===== src/rtl/mul_pkg.sv =====
// Shared types and defaults for the repeated-addition multiplier.
package mul_pkg;

    localparam int unsigned MUL_WIDTH_DEFAULT = 8;

    typedef enum logic [1:0] {
        IDLE = 2'b00,
        RUN  = 2'b01,
        DONE = 2'b10
    } state_e;

endpackage


===== src/rtl/mul_ra_ctrl.sv =====
// Control FSM for mul_repeat_add: IDLE -> RUN -> DONE -> IDLE, Moore-decoded status outputs.
module mul_ra_ctrl
    import mul_pkg::*;
(
    input  logic clk,
    input  logic rst_n,
    input  logic start,
    input  logic a_zero,
    input  logic b_zero,
    input  logic b_one,
    output logic ld,
    output logic add_dec,
    output logic ready,
    output logic busy,
    output logic done
);

    state_e state_q, state_d;

    always_ff @(posedge clk or negedge rst_n) begin
        if (!rst_n) begin
            state_q <= IDLE;
        end else begin
            state_q <= state_d;
        end
    end

    always_comb begin
        state_d = IDLE;
        ld      = 1'b0;
        add_dec = 1'b0;
        case (state_q)
            IDLE: begin
                if (start) begin
                    ld      = 1'b1;
                    state_d = RUN;
                end else begin
                    state_d = IDLE;
                end
            end
            RUN: begin
                // A zero operand finishes in one RUN cycle without touching the accumulator.
                if (a_zero || b_zero) begin
                    state_d = DONE;
                end else begin
                    add_dec = 1'b1;
                    state_d = b_one ? DONE : RUN;
                end
            end
            DONE:    state_d = IDLE;
            default: state_d = IDLE;
        endcase
    end

    assign ready = (state_q == IDLE);
    assign busy  = (state_q == RUN);
    assign done  = (state_q == DONE);

endmodule


===== src/rtl/mul_repeat_add.sv =====
// Unsigned multiplier by repeated addition with ready/start/done handshake.
// Define MUL_MIN_ITER_EN to swap operands at accept so the smaller one sets the iteration count.
module mul_repeat_add
    import mul_pkg::*;
#(
    parameter int unsigned WIDTH = MUL_WIDTH_DEFAULT
) (
    input  logic               clk,
    input  logic               rst_n,
    input  logic               start,
    input  logic [WIDTH-1:0]   a_in,
    input  logic [WIDTH-1:0]   b_in,
    output logic               ready,
    output logic               busy,
    output logic               done,
    output logic [2*WIDTH-1:0] product
);

    localparam int unsigned PROD_W = 2 * WIDTH;

    logic [WIDTH-1:0]  a_q, a_d;
    logic [WIDTH-1:0]  b_q, b_d;
    logic [PROD_W-1:0] prod_q, prod_d;
    logic [WIDTH-1:0]  a_ld, b_ld;
    logic              ld, add_dec;
    logic              a_zero, b_zero, b_one;

`ifdef MUL_MIN_ITER_EN
    logic swap;
    assign swap = (a_in < b_in);
    assign a_ld = swap ? b_in : a_in;
    assign b_ld = swap ? a_in : b_in;
`else
    assign a_ld = a_in;
    assign b_ld = b_in;
`endif

    assign a_zero = (a_q == '0);
    assign b_zero = (b_q == '0);
    assign b_one  = (b_q == WIDTH'(1));

    mul_ra_ctrl u_ctrl (
        .clk     (clk),
        .rst_n   (rst_n),
        .start   (start),
        .a_zero  (a_zero),
        .b_zero  (b_zero),
        .b_one   (b_one),
        .ld      (ld),
        .add_dec (add_dec),
        .ready   (ready),
        .busy    (busy),
        .done    (done)
    );

    always_comb begin
        a_d    = a_q;
        b_d    = b_q;
        prod_d = prod_q;
        if (ld) begin
            a_d    = a_ld;
            b_d    = b_ld;
            prod_d = '0;
        end else if (add_dec) begin
            prod_d = prod_q + {{WIDTH{1'b0}}, a_q};
            b_d    = b_q - WIDTH'(1);
        end
    end

    always_ff @(posedge clk or negedge rst_n) begin
        if (!rst_n) begin
            a_q    <= '0;
            b_q    <= '0;
            prod_q <= '0;
        end else begin
            a_q    <= a_d;
            b_q    <= b_d;
            prod_q <= prod_d;
        end
    end

    assign product = prod_q;

endmodule

===== config.mk =====
export PLATFORM = sky130hd
export DESIGN_NAME = mul_repeat_add
export DESIGN_NICKNAME = d
export VERILOG_FILES = /design/src/rtl/mul_pkg.sv /design/src/rtl/mul_ra_ctrl.sv /design/src/rtl/mul_repeat_add.sv
export SDC_FILE = /design/constraint.sdc
export NUM_CORES = 1
export LEC_CHECK = 0
export CAP_MARGIN = 10
export CORE_MARGIN = 2
export CORE_UTILIZATION = 40
export CTS_CLUSTER_SIZE = 20
export DETAILED_ROUTE_END_ITERATION = 16
export DONT_BUFFER_PORTS = 1
export GPL_TIMING_DRIVEN = 0
export HOLD_SLACK_MARGIN = 0.05
export PLACE_DENSITY = 0.53
export SYNTH_ARGS = -nofsm -noshare
export SYNTH_HDL_FRONTEND = slang
export SYNTH_HIERARCHICAL = 1
export SYNTH_SLANG_ARGS = --single-unit

===== constraint.sdc =====
create_clock -name clk -period 5.6 [get_ports clk]
set_clock_uncertainty 0.05 [all_clocks]
set_input_delay 0.84 -clock clk [delete_from_list [all_inputs] [get_ports clk]]
set_output_delay 0.84 -clock clk [all_outputs]
set_load 0.03 [all_outputs]

==> results by stage <==
Setup path:
- The worst setup path is captured at a register.
- The signal arrival time at the worst endpoint is 2.77 ns.
- The maximum fanout along the worst path is 10.
- The count of cells along the worst register-to-register path is 9.
- The end of the worst register-to-register path is product[7].
- Across all register-to-register paths, the minimum setup slack is 2.98 ns.
- The type of origin of the critical path is a register.
- The worst register-to-register path begins at b_q[4].
- The critical path in this run is classified as register to register.
- The required time of the critical path is 5.75 ns.

Clock tree:
- The number of buffers inserted during clock tree synthesis is 5.
- In this run, post-CTS repair resized a total of 0 instances.
- Post-CTS timing repair inserted 0 buffers for setup.
- The CTS root buffer is clkbuf_8.
- The insertion delay of the later-clocked pin in the worst-skew pair is 0.29 ns.
- TritonCTS built the clock tree.
- The H-tree depth is 2.
- Clock-pin slew was measured on the worst setup and hold paths at 0.07 ns.
- For this design, the CTS-stage hold fixing added 0 buffers.
- The number of clock sinks seen by CTS is 34.
- The maximum number of buffers from clock root to sink is 2.

Yosys:
- The most used flip-flop cell after synthesis is dfrtp_1.
- The count of distinct cell types in the synthesized netlist is 38.
- Counting flops with a built-in enable in the synthesized netlist gives 0.
- Averaged over all synthesized cells, the footprint is 9.85 sq um.
- After synthesis the netlist holds a flip-flop and latch count of 34.
- The cell count after synthesis is 198.
- The cell with the most instances after synthesis is dfrtp_1.
- The sequential share of the synthesized area is 43.6%.
- The count of synthesis-stage warnings from yosys is 6.
- The cell area that synthesis handed to floorplanning was 1950 sq um.
- The share of synthesized registers carrying an async set or reset is 100%.
- The share of the synthesized area in the top cell type is 43.6%.
- The cell taking the most area after synthesis is dfrtp_1.
- The number of nets handed over by synthesis was 229.
- Sorting the synthesized cells by how often they occur yields 34 x dfrtp_1, 21 x nand2_1, 15 x nor2_1, 12 x o21ai_0.
- After synthesis, the cell types taking the most area are dfrtp_1 44%, ha_1 7.1%, mux2_2 5.2%.

Global route:
- Global routing finished with a remaining overflow of 0.
- The number of global-route vias before repair was 1474.
- The largest net degree at the start of global routing is 35.
- The number of antenna violations at the first check in global routing is 0.
- The first global-routing pass estimated 6.78 mm of wire.
- Global routing used 16.6% of the available tracks.

Layout:
- The final net count is 236.
- Compared with the post-synthesis result, the final layout area differs by 9.95%.
- The repair_antennas step left the layout with diodes totalling 0.
- The fraction of layout cells with a size suffix above 1 is 9.71%.

Routing:
- The violation count after the first detailed-routing iteration is 64.
- The ratio of routed vias to standard cells is 5.36.
- The remaining number of nets flagged by the antenna check after routing is 0.
- After detailed routing, the average wire length per cell comes to 15.0 um.
- The remaining design rule violation count is 0.
- The number of optimization iterations in the first detailed-route pass is 4.
- The routed design has 4.09 mm of wire.
- The detailed-route via count is 1463.

Timing:
- Setup repair after global routing left no endpoint under its margin.
- The total of endpoints with negative setup slack in the final report is 0.
- The clock period minus worst slack is 2.62 ns.
- The setup TNS after final layout is 0 ns.
- The number of hold violations in the final report came to 0.
- The worst pin sits at a relative slew slack of 57.0%.
- The transition time at the pin with the least slew margin is 0.636 ns.
- The highest achievable clock rate is 382 MHz.
- The worst hold margin is 0.188 ns.
- The final period utilization is 46.7%.
- The number of pins exceeding their max-slew limit in the final report is 0.

Place:
- Port buffering added 0 buffers.
- The routability congestion estimate is 0.826.
- Detailed placement finished with a half-perimeter wire length of 3.06 mm.

Flow run:
- The count of maximum capacitance violations is 0.

Status:
- The run finished with clean final reports.

Floorplan:
- After floorplanning, the core was sized to cover 4720 sq um.
- The chip width is 73.8 um.
- 38 I/O pins were placed.
- The die covers 5450 sq um.
- The row count is 25.
- The starting density of the core is 41.3%.
- The floorplan die height is 73.8 um.

Pwr:
- Dividing total power by cell area gives a power density of 214 nW/um^2.
- After layout, the design draws a total of 0.000458 W.
- IR analysis of the VDD net gives a maximum drop of 0.107 mV.
- For this design the static power due to leakage is 0.941 nW.

Worst hold path:
- In this run the worst hold path is classified as input pin to asynchronous set/reset pin.
[routing by layer]
metal	GRT usage (%)	part of all wire (%)	up-vias
li1	-	-	719
met1	21.0	46	703
met2	25.8	46	33
met3	5.90	5.3	8
met4	6.67	2.4	0
met5	0	0	-
[cells by family after synthesis]
| kind of cell | share of synthesized area (%) |
|---|---|
| AOI/OAI and AO/OA | 15.1 |
| xor gates and xnor gates | 6.29 |
| adders and majority gates | 8.09 |
| buffers and inverters | 2.37 |
| DFF | 43.6 |
| muxes | 6.23 |
| and+or+nand+nor | 18.3 |
[how the worst max path moves through the flow]
| stage | start | endpoint | slack (ns) | depth (start not counted) |
|---|---|---|---|---|
| finish | b_q[4] | product[7] | 2.98 | 9 |
| global route | b_q[4] | product[7] | 2.77 | 9 |
| CTS | product[0] | product[14] | 2.97 | 8 |
| detailed placement | product[0] | product[14] | 2.99 | 8 |
| global placement | product[0] | product[14] | 3.03 | 8 |
| floorplan | product[0] | product[14] | 3.22 | 8 |
[final cells by class]
cell class | instances | area (sq um)
Tap cell | 67 | 83.8
Buffer | 6 | 23.8
Fill cell | 464 | 2580
Inverter | 6 | 22.5
Multi-Input combinational cell | 152 | 1050
Sequential cell | 34 | 851
Clock buffer | 8 | 110
[where the power goes]
| group | total (W) | switching [W] | leakage, nW | internal, W |
|---|---|---|---|---|
| Clock | 0.000212 | 0.0000883 | 0.0575 | 0.000124 |
| Combinational | 0.0000000466 | 0 | 0.500 | 0.0000000461 |
| Sequential | 0.000246 | 0 | 0.383 | 0.000246 |
[worst max-delay path: stages, from the launching register on]
cell	delay [ns]
dfrtp_1	0.40
or4_1	0.55
nor3_1	0.23
and2_1	0.22
nor3_1	0.06
buf_2	0.19
buf_1	0.26
nor2_1	0.38
nand2_1	0.09
o211ai_1	0.10
[through the flow]
stage	utilization [%]	cell area, sq um	std cells	setup slack [ns]
floorplan	-	1950	198	3.22
global placement	43.0	2030	265	3.03
detailed placement	43.0	2030	265	2.99
CTS	45.4	2140	273	2.97
global route	45.4	2140	273	2.77
finish	45.4	2140	273	2.98
[sequential cells by signal (all words and copies together) (netlist names)]
register	flops
a_q	8
b_q	8
product	16
u_ctrl/state_q	2
[cell usage in the layout, fill, tap and decap left out, types with 2 or more instances in the layout]
| master | synthesis | layout |
|---|---|---|
| mux2_2 | 9 | 9 |
| clkbuf_8 | 0 | 8 |
| xor2_1 | 6 | 6 |
| inv_1 | 6 | 6 |
| nor2b_1 | 4 | 4 |
| nor3_1 | 4 | 4 |
| nand4_1 | 2 | 2 |
| clkbuf_1 | 4 | 4 |
| nor2_1 | 15 | 15 |
| a21oi_1 | 11 | 11 |
| a211oi_1 | 2 | 2 |
| mux2i_1 | 2 | 2 |
| o31ai_1 | 3 | 3 |
| a22o_1 | 4 | 4 |
| ha_1 | 11 | 11 |
| nor4b_1 | 2 | 2 |
| or4_1 | 7 | 7 |
| dfrtp_1 | 34 | 34 |
| and2_1 | 4 | 4 |
| nand2b_1 | 5 | 5 |
| xnor2_1 | 8 | 8 |
| a21o_1 | 3 | 3 |
| nand2_1 | 21 | 21 |
| o211ai_1 | 5 | 5 |
| o21ai_0 | 12 | 12 |
Note: power is estimated with default switching activity, not from simulation.
